<file path="src/rtl/seq_divider_param.sv">
// =============================================================================
// Module      : seq_divider_param
// Description : Multi-cycle restoring divider, W-bit signed/unsigned, with
//               valid/ready handshakes, divide-by-zero and overflow flags.
// Revision    : 1.0 - initial release
// =============================================================================
`default_nettype none

module seq_divider_param #(
    parameter int W = 8
) (
    input  logic         clk,
    input  logic         rst_n,
    input  logic         ena,
    input  logic         in_valid,
    output logic         in_ready,
    input  logic         signed_mode,
    input  logic [W-1:0] dividend,
    input  logic [W-1:0] divisor,
    output logic         out_valid,
    input  logic         out_ready,
    output logic [W-1:0] quotient,
    output logic [W-1:0] remainder,
    output logic         div_by_zero,
    output logic         overflow
);

    localparam int CW = $clog2(W);
    localparam logic [CW-1:0] C_LAST = CW'(W - 1);

    localparam logic [2:0] S_IDLE = 3'd0;
    localparam logic [2:0] S_CALC = 3'd1;
    localparam logic [2:0] S_FIX  = 3'd2;
    localparam logic [2:0] S_DZ   = 3'd3;
    localparam logic [2:0] S_DONE = 3'd4;

    logic [2:0]    r_state;
    logic [2:0]    w_next;
    logic [CW-1:0] r_cnt;
    logic [W-1:0]  r_a;
    logic [W-1:0]  r_b;
    logic [W:0]    r_p;
    logic [W-1:0]  r_dvd;
    logic          r_neg_q;
    logic          r_neg_r;
    logic          r_dz_pend;
    logic          r_ovf_pend;
    logic [W-1:0]  r_quot;
    logic [W-1:0]  r_rem;
    logic          r_dbz;
    logic          r_ovf;

    logic          w_dvd_neg;
    logic          w_dvs_neg;
    logic [W-1:0]  w_dvd_mag;
    logic [W-1:0]  w_dvs_mag;
    logic [W+1:0]  w_shift;
    logic [W+1:0]  w_diff;
    logic          w_fits;

    assign w_dvd_neg = signed_mode & dividend[W-1];
    assign w_dvs_neg = signed_mode & divisor[W-1];
    // W-bit unsigned magnitude keeps |-2^(W-1)| representable
    assign w_dvd_mag = w_dvd_neg ? -dividend : dividend;
    assign w_dvs_mag = w_dvs_neg ? -divisor  : divisor;

    assign w_shift = {r_p, r_a[W-1]};
    assign w_diff  = w_shift - {2'b00, r_b};
    assign w_fits  = ~w_diff[W+1];

    always_ff @(posedge clk or negedge rst_n) begin
        if (!rst_n) begin
            r_state <= S_IDLE;
        end else if (ena) begin
            r_state <= w_next;
        end
    end

    always_comb begin
        w_next = r_state;
        case (r_state)
            S_IDLE: if (in_valid) w_next = (divisor == '0) ? S_DZ : S_CALC;
            S_CALC: if (r_cnt == '0) w_next = S_FIX;
            S_FIX:  w_next = S_DONE;
            // DZ primes the datapath with the fixed result; FIX registers it
            S_DZ:   w_next = S_FIX;
            S_DONE: if (out_ready) w_next = S_IDLE;
            default: w_next = S_IDLE;
        endcase
    end

    always_comb begin
        in_ready  = (r_state == S_IDLE);
        out_valid = (r_state == S_DONE);
    end

    always_ff @(posedge clk or negedge rst_n) begin
        if (!rst_n) begin
            r_cnt      <= '0;
            r_a        <= '0;
            r_b        <= '0;
            r_p        <= '0;
            r_dvd      <= '0;
            r_neg_q    <= 1'b0;
            r_neg_r    <= 1'b0;
            r_dz_pend  <= 1'b0;
            r_ovf_pend <= 1'b0;
            r_quot     <= '0;
            r_rem      <= '0;
            r_dbz      <= 1'b0;
            r_ovf      <= 1'b0;
        end else if (ena) begin
            case (r_state)
                S_IDLE: begin
                    if (in_valid) begin
                        r_a        <= w_dvd_mag;
                        r_b        <= w_dvs_mag;
                        r_p        <= '0;
                        r_dvd      <= dividend;
                        r_neg_q    <= w_dvd_neg ^ w_dvs_neg;
                        r_neg_r    <= w_dvd_neg;
                        r_cnt      <= C_LAST;
                        r_dz_pend  <= (divisor == '0);
                        r_ovf_pend <= signed_mode & (dividend == {1'b1, {(W-1){1'b0}}})
                                      & (divisor == '1);
                        r_dbz      <= 1'b0;
                        r_ovf      <= 1'b0;
                    end
                end
                S_CALC: begin
                    // r_a shifts dividend bits out and quotient bits in
                    r_p   <= w_fits ? w_diff[W:0] : w_shift[W:0];
                    r_a   <= {r_a[W-2:0], w_fits};
                    r_cnt <= r_cnt - 1'b1;
                end
                S_DZ: begin
                    r_a     <= '1;
                    r_p     <= {1'b0, r_dvd};
                    r_neg_q <= 1'b0;
                    r_neg_r <= 1'b0;
                end
                S_FIX: begin
                    r_quot <= r_neg_q ? -r_a : r_a;
                    r_rem  <= r_neg_r ? -r_p[W-1:0] : r_p[W-1:0];
                    r_dbz  <= r_dz_pend;
                    r_ovf  <= r_ovf_pend;
                end
                default: ;
            endcase
        end
    end

    assign quotient    = r_quot;
    assign remainder   = r_rem;
    assign div_by_zero = r_dbz;
    assign overflow    = r_ovf;

endmodule

`default_nettype wire

</file>
<file path="config.mk">
export PLATFORM = sky130hd
export DESIGN_NAME = seq_divider_param
export DESIGN_NICKNAME = d
export VERILOG_FILES = /design/src/rtl/seq_divider_param.sv
export SDC_FILE = /design/constraint.sdc
export NUM_CORES = 1
export LEC_CHECK = 0
export ABC_AREA = 0
export CAP_MARGIN = 25
export CORE_MARGIN = 2
export CORE_UTILIZATION = 52
export DETAILED_ROUTE_END_ITERATION = 8
export GPL_ROUTABILITY_DRIVEN = 0
export HOLD_SLACK_MARGIN = 0.15
export PLACE_DENSITY = 0.73
export SETUP_SLACK_MARGIN = 0.15
export SLEW_MARGIN = 20
export SYNTH_ARGS = -nofsm -noshare
export SYNTH_HDL_FRONTEND = slang
export SYNTH_SLANG_ARGS = --single-unit
</file>
<file path="constraint.sdc">
create_clock -name clk -period 6.9 [get_ports clk]
set_input_delay 1.38 -clock clk [delete_from_list [all_inputs] [get_ports clk]]
set_output_delay 1.38 -clock clk [all_outputs]
set_load 0.03 [all_outputs]
</file>
**Yosys cells after proc, flatten, opt, wreduce, memory -nomap -nowiden**

Cells that the tools add are included.

- Flip-flop bits (word level): 61
- Bits in latches: 0
- Memory bits (writable): 0
- Bits in read-only memories: 0
- Input port bits: 22
- Memories: 0

- Add/subtract/negate cells: 6
- Multiply operators: 0
- Divide/modulo/power cells: 0
- Magnitude comparators: 0
- Eq/ne operators: 9
- Shift operators: 0
- Muxes and demuxes: 23
- Bitwise gates (word level): 6
- Reductions and logical operators: 14

Operators with widths:

| kind | count |
|---|---|
| 2-to-1 mux 8 bit | 5 |
| negation 8 bit | 4 |
| one-hot mux 9 bit (3 select lines) | 1 |
| one-hot mux 8 bit (3 select lines) | 1 |
| 2-to-1 mux 9 bit | 2 |
| == test 8 bit (second input constant) | 2 |
| one-hot mux 3 bit (5 select lines) | 1 |
| AND reduction 3 bit | 5 |
| 2-to-1 mux 3 bit | 4 |
| subtractor 10 x 8 -> 10 bit | 1 |
| zero test 8 bit | 1 |
| one-hot mux 1 bit (2 select lines) | 4 |
| == test 3 x 2 -> 1 bit (second input constant) | 2 |
| zero test 3 bit | 2 |
| one-hot mux 3 bit (2 select lines) | 1 |
| nonzero test 2 bit | 3 |
| AND 1 bit | 4 |
| != test 2 bit (second input constant) | 2 |
| AND reduction 4 bit | 1 |
| == test 3 x 1 -> 1 bit (second input constant) | 1 |
| == test 3 bit (second input constant) | 1 |
| 2-to-1 mux 1 bit | 3 |
| nonzero test 3 bit | 1 |
| subtractor 3 x 1 -> 3 bit (second input constant) | 1 |
| 5 further kinds | 5 |

**Longest topological paths before layout**

- Depth after elaboration: 4
- Depth in mapped cells: 9

**Worst setup path after synthesis**

Ideal clock, no wire load.

- Path kind: register -> output
- Start: register r_state[0]
- End: output port in_ready
- Arrival time: 1.346 ns
- Required time: 5.520 ns
- Slack: 4.174 ns
- Stages on the path, launching flop included: 3
- Path buffers: 1
- Path through: dfrtp_1 -> clkbuf_1 -> nor3_1

- Cells in the longest elaborated chain, start to end: 1

Ends and longest elaborated chain:

| element | RTL line | source |
|---|---|---|
| start: declaration | 37 | `logic [2:0] r_state;` |
| start signal: assignment | 75 | `r_state <= w_next;` |
| zero test 3 bit | 93 | `in_ready = (r_state == S_IDLE);` |
| end: declaration | 16 | `output logic in_ready,` |

Every way passes these cells.

**Final worst setup path**

- Start: register r_state[1]
- End: output port in_ready

Same word-level chain as after synthesis.

==> qor.csv <==
stage;metric;value;unit
run_status;status;finished, final reports clean;
setup_path;r2r_slack;4.01;ns
global_routing;track_usage;24.0;%
sta;setup_ws;3.44;ns
synth;ys_ff_latch;61;
global_routing;gr-usage-met3;4.43;%
min_path;min-delay-start;r_dvd[6];
global_routing;grt_antenna_before_repair;0;
route;ant_nets;0;
sta;rsz0062_at_grt;false;
synth;synth_top_family_by_area;simple AND/OR/NAND/NOR gates;
clock_tree;clockBufferDepth;2;
power_and_ir_drop;p_per_area;463;nW/um2
placement;port_buffers;41;
synth;syn_area;3680;um2
synth;syn_nets;457;
synth;syn_inst;419;
flow_run;drv_cap;0;
global_routing;gr-total-overflow;0;
placement;dp.final_hpwl;6240;um
route;drt-total-wl;8560;um
route;wl_per_cell;15.4;um
setup_path;r2r_cells;7;
setup_path;cp.required;5.52;ns
route;drt_iter0_drc;232;
synth;synthTopCellsByArea;dfrtp_1 42%, nand2_1 6.4%, ha_1 5.1%, o21ai_0 4.8%, nor2_1 3.8%;
finish;layout-drive-gt1-share;7.38;%
synth;yosys_warnings;0;
global_routing;grt_pass1_vias;2952;
setup_path;cp-start-kind;register;
clock_tree;numCtsBuffers;9;
clock_tree;htreeDepth;3;
sta;hold_viol;0;
setup_path;worstSetupEndpointType;primary output;
setup_path;r2r_start;r_p[3];
clock_tree;postCtsSetupBuffers;0;
global_routing;grt.met2_usage;35.9;%
min_path;hp-class;reg2reg;
finish;fillers;590;
sta;timing.final.crit_period;3.46;ns
setup_path;crit_arrival;2.08;ns
synth;yosys.area_share.simple;19.7;%
clock_tree;cts_tree;yes;
route;drc;0;
finish;nNetsFinal;494;
synth;synth_top_area_share;41.5;%
clock_tree;hold_buffers;0;
synth;avgSynthCellArea;8.77;um2
sta;fmax;289;MHz
sta;finalMaxSlewViolations;0;
finish;diodes;0;
synth;ys.flop_type;dfrtp_1;
setup_path;reg2reg_to;r_p[6];
sta;worst_pin_slew;0.761;ns
min_path;whs_endpoint;r_dvd[6];
power_and_ir_drop;p_leak;1.91;nW
sta;setup_tns;0;ns
setup_path;worstSetupPathType;reg2out;
min_path;hold_depth;2;
finish;final_area;4360;um2
clock_tree;clk_pin_slew;0.07;ns
route;drtPass1Iterations;5;
synth;yosysUniqueCellTypes;53;
setup_path;path_max_fanout;17;
finish;syn_to_final_growth;18.5;%
clock_tree;cts_resized;0;
route;vias;3127;
sta;setup-violations-final;0;
power_and_ir_drop;ir_worst_vdd;154;uV
floorplan;start_util;53.8;%
floorplan;die-area;7760;um2
clock_tree;cts-root-buf;clkbuf_8;
synth;synthArstFlopShare;100;%
synth;synth-edff-count;0;
synth;ys_seq_area_share;41.5;%
floorplan;die_h;88.1;um
sta;min_period_over_period;50.2;%
synth;synth-adder-area-share;5.65;%
sta;maxSlewHeadroom;49.3;%
global_routing;grt_max_degree;62;
global_routing;use_met1;35.5;%
synth;muxShareOfSynthArea;4.08;%
placement;postPlaceCellArea;4160;um2
synth;synthXorXnorAreaFrac;5.96;%
floorplan;io_pins;42;
synth;synth_compound_area_share;18.7;%
clock_tree;clkSinkCount;61;
global_routing;top_usage_layer;met2;
global_routing;grt_pass1_wl;14400;um
synth;yosys.area.top_type;dfrtp_1;
floorplan;rows;30;
placement;post-place-ws;3.62;ns
sta;skew;0.0102;ns
route;viasPerCell;5.61;
clock_tree;clkLatencyLatePin;0.34;ns
floorplan;die_x;88.1;um
floorplan;core_area;6830;um2
final cells by class:
type	instances	area, um2	area share [%]
Clock buffer	9	124	2.84
Clock inverter	7	73.8	1.69
Inverter	23	86.3	1.98
Multi-Input combinational cell	316	1990	45.7
Sequential cell	61	1530	35.0
Tap cell	96	120	2.76
Timing Repair Buffer	45	435	9.99
synth_stat cells, drive strengths merged (2+ instances only):
library cell and count:
nand2 63, dfrtp 61, nor2 37, o21ai 37
a21oi 26, inv 23, clkbuf 18, ha 15
xnor2 13, o31ai 12, xor2 12, nand3 10
mux2i 9, nor2b 7, nand2b 6, nor3 6
o221ai 6, or3 6, and3 5, mux2 5
nor4 4, o21a 4, or4 3, a22o 2
a22oi 2, a311oi 2, a31oi 2, nand4 2
nor3b 2, o211ai 2
power breakdown:
group          total, mW  switching [mW]  internal [mW]
registers          0.648           0.144          0.504
logic               1.05           0.593          0.456
clock network      0.320           0.152          0.168
total               2.02           0.888           1.13
state kept, by name, summed over array words and instances, names as in the netlist:
register / cells
r_neg_r: 1
quotient: 8
div_by_zero: 1
r_cnt: 3
overflow: 1
r_a: 8
remainder: 8
r_p: 9
r_dvd: 8
r_ovf_pend: 1
r_b: 8
r_neg_q: 1
r_state: 3
r_dz_pend: 1
worst max-delay path by stage:
stage                          start      endpoint  slack (ns)  cells after the start
after floorplan           r_state[0]      in_ready        4.17                      2
after global placement           ena  remainder[0]        3.71                      6
after detailed placement         ena        r_p[7]        3.62                      6
after CTS                 r_state[1]      in_ready        3.44                      2
after global routing      r_state[1]      in_ready        3.36                      2
final                     r_state[1]      in_ready        3.44                      2
cells in the final DEF, fill, tap and decap left out, types with 7 or more instances in the layout:
master	netlist	final
clkbuf_8	0	9
xnor2_1	13	13
ha_1	15	15
dfrtp_1	61	61
nand3_1	10	10
clkdlybuf4s50_1	0	40
o31ai_1	12	12
o21ai_0	35	34
nand2_1	63	63
inv_1	23	23
nor2_1	37	36
a21oi_1	24	24
mux2i_1	9	9
xor2_1	12	12
nor2b_1	7	7
cells by family (layout without fill, tap and decap cells):
kind of cell	count (synthesis)	after routing
and+or+nand+nor	156	156
AOI/OAI and AO/OA	105	105
DFF	61	61
buffers and inverters	42	84
xor gates and xnor gates	25	25
adders and majority gates	16	16
muxes	14	14
layer usage:
metal,part of all wire [%],wire (um)
met5,0,0
met4,1.3,111
met3,4.9,420
met2,44,3780
met1,50,4250
critical path: stages, from the launching register on:
cell             delay, ns
dfrtp_1               0.58
nor3_1                0.42
clkdlybuf4s50_1       0.75
through the flow:
| stage | hold WS [ns] | cells | util, % | total power, mW |
|---|---|---|---|---|
| 3_3_place_gp | 0.462 | 541 | 60.9 | 1.67 |
| 6_report | 0.481 | 557 | 63.8 | 2.02 |
| 5_1_grt | 0.512 | 557 | 63.8 | 2.17 |
| 2_1_floorplan | 0.439 | 419 | - | 1.39 |
| 3_5_place_dp | 0.463 | 541 | 60.9 | 1.70 |
| 4_1_cts | 0.480 | 557 | 63.8 | 2.02 |
Power figures use the tool's default switching activity.
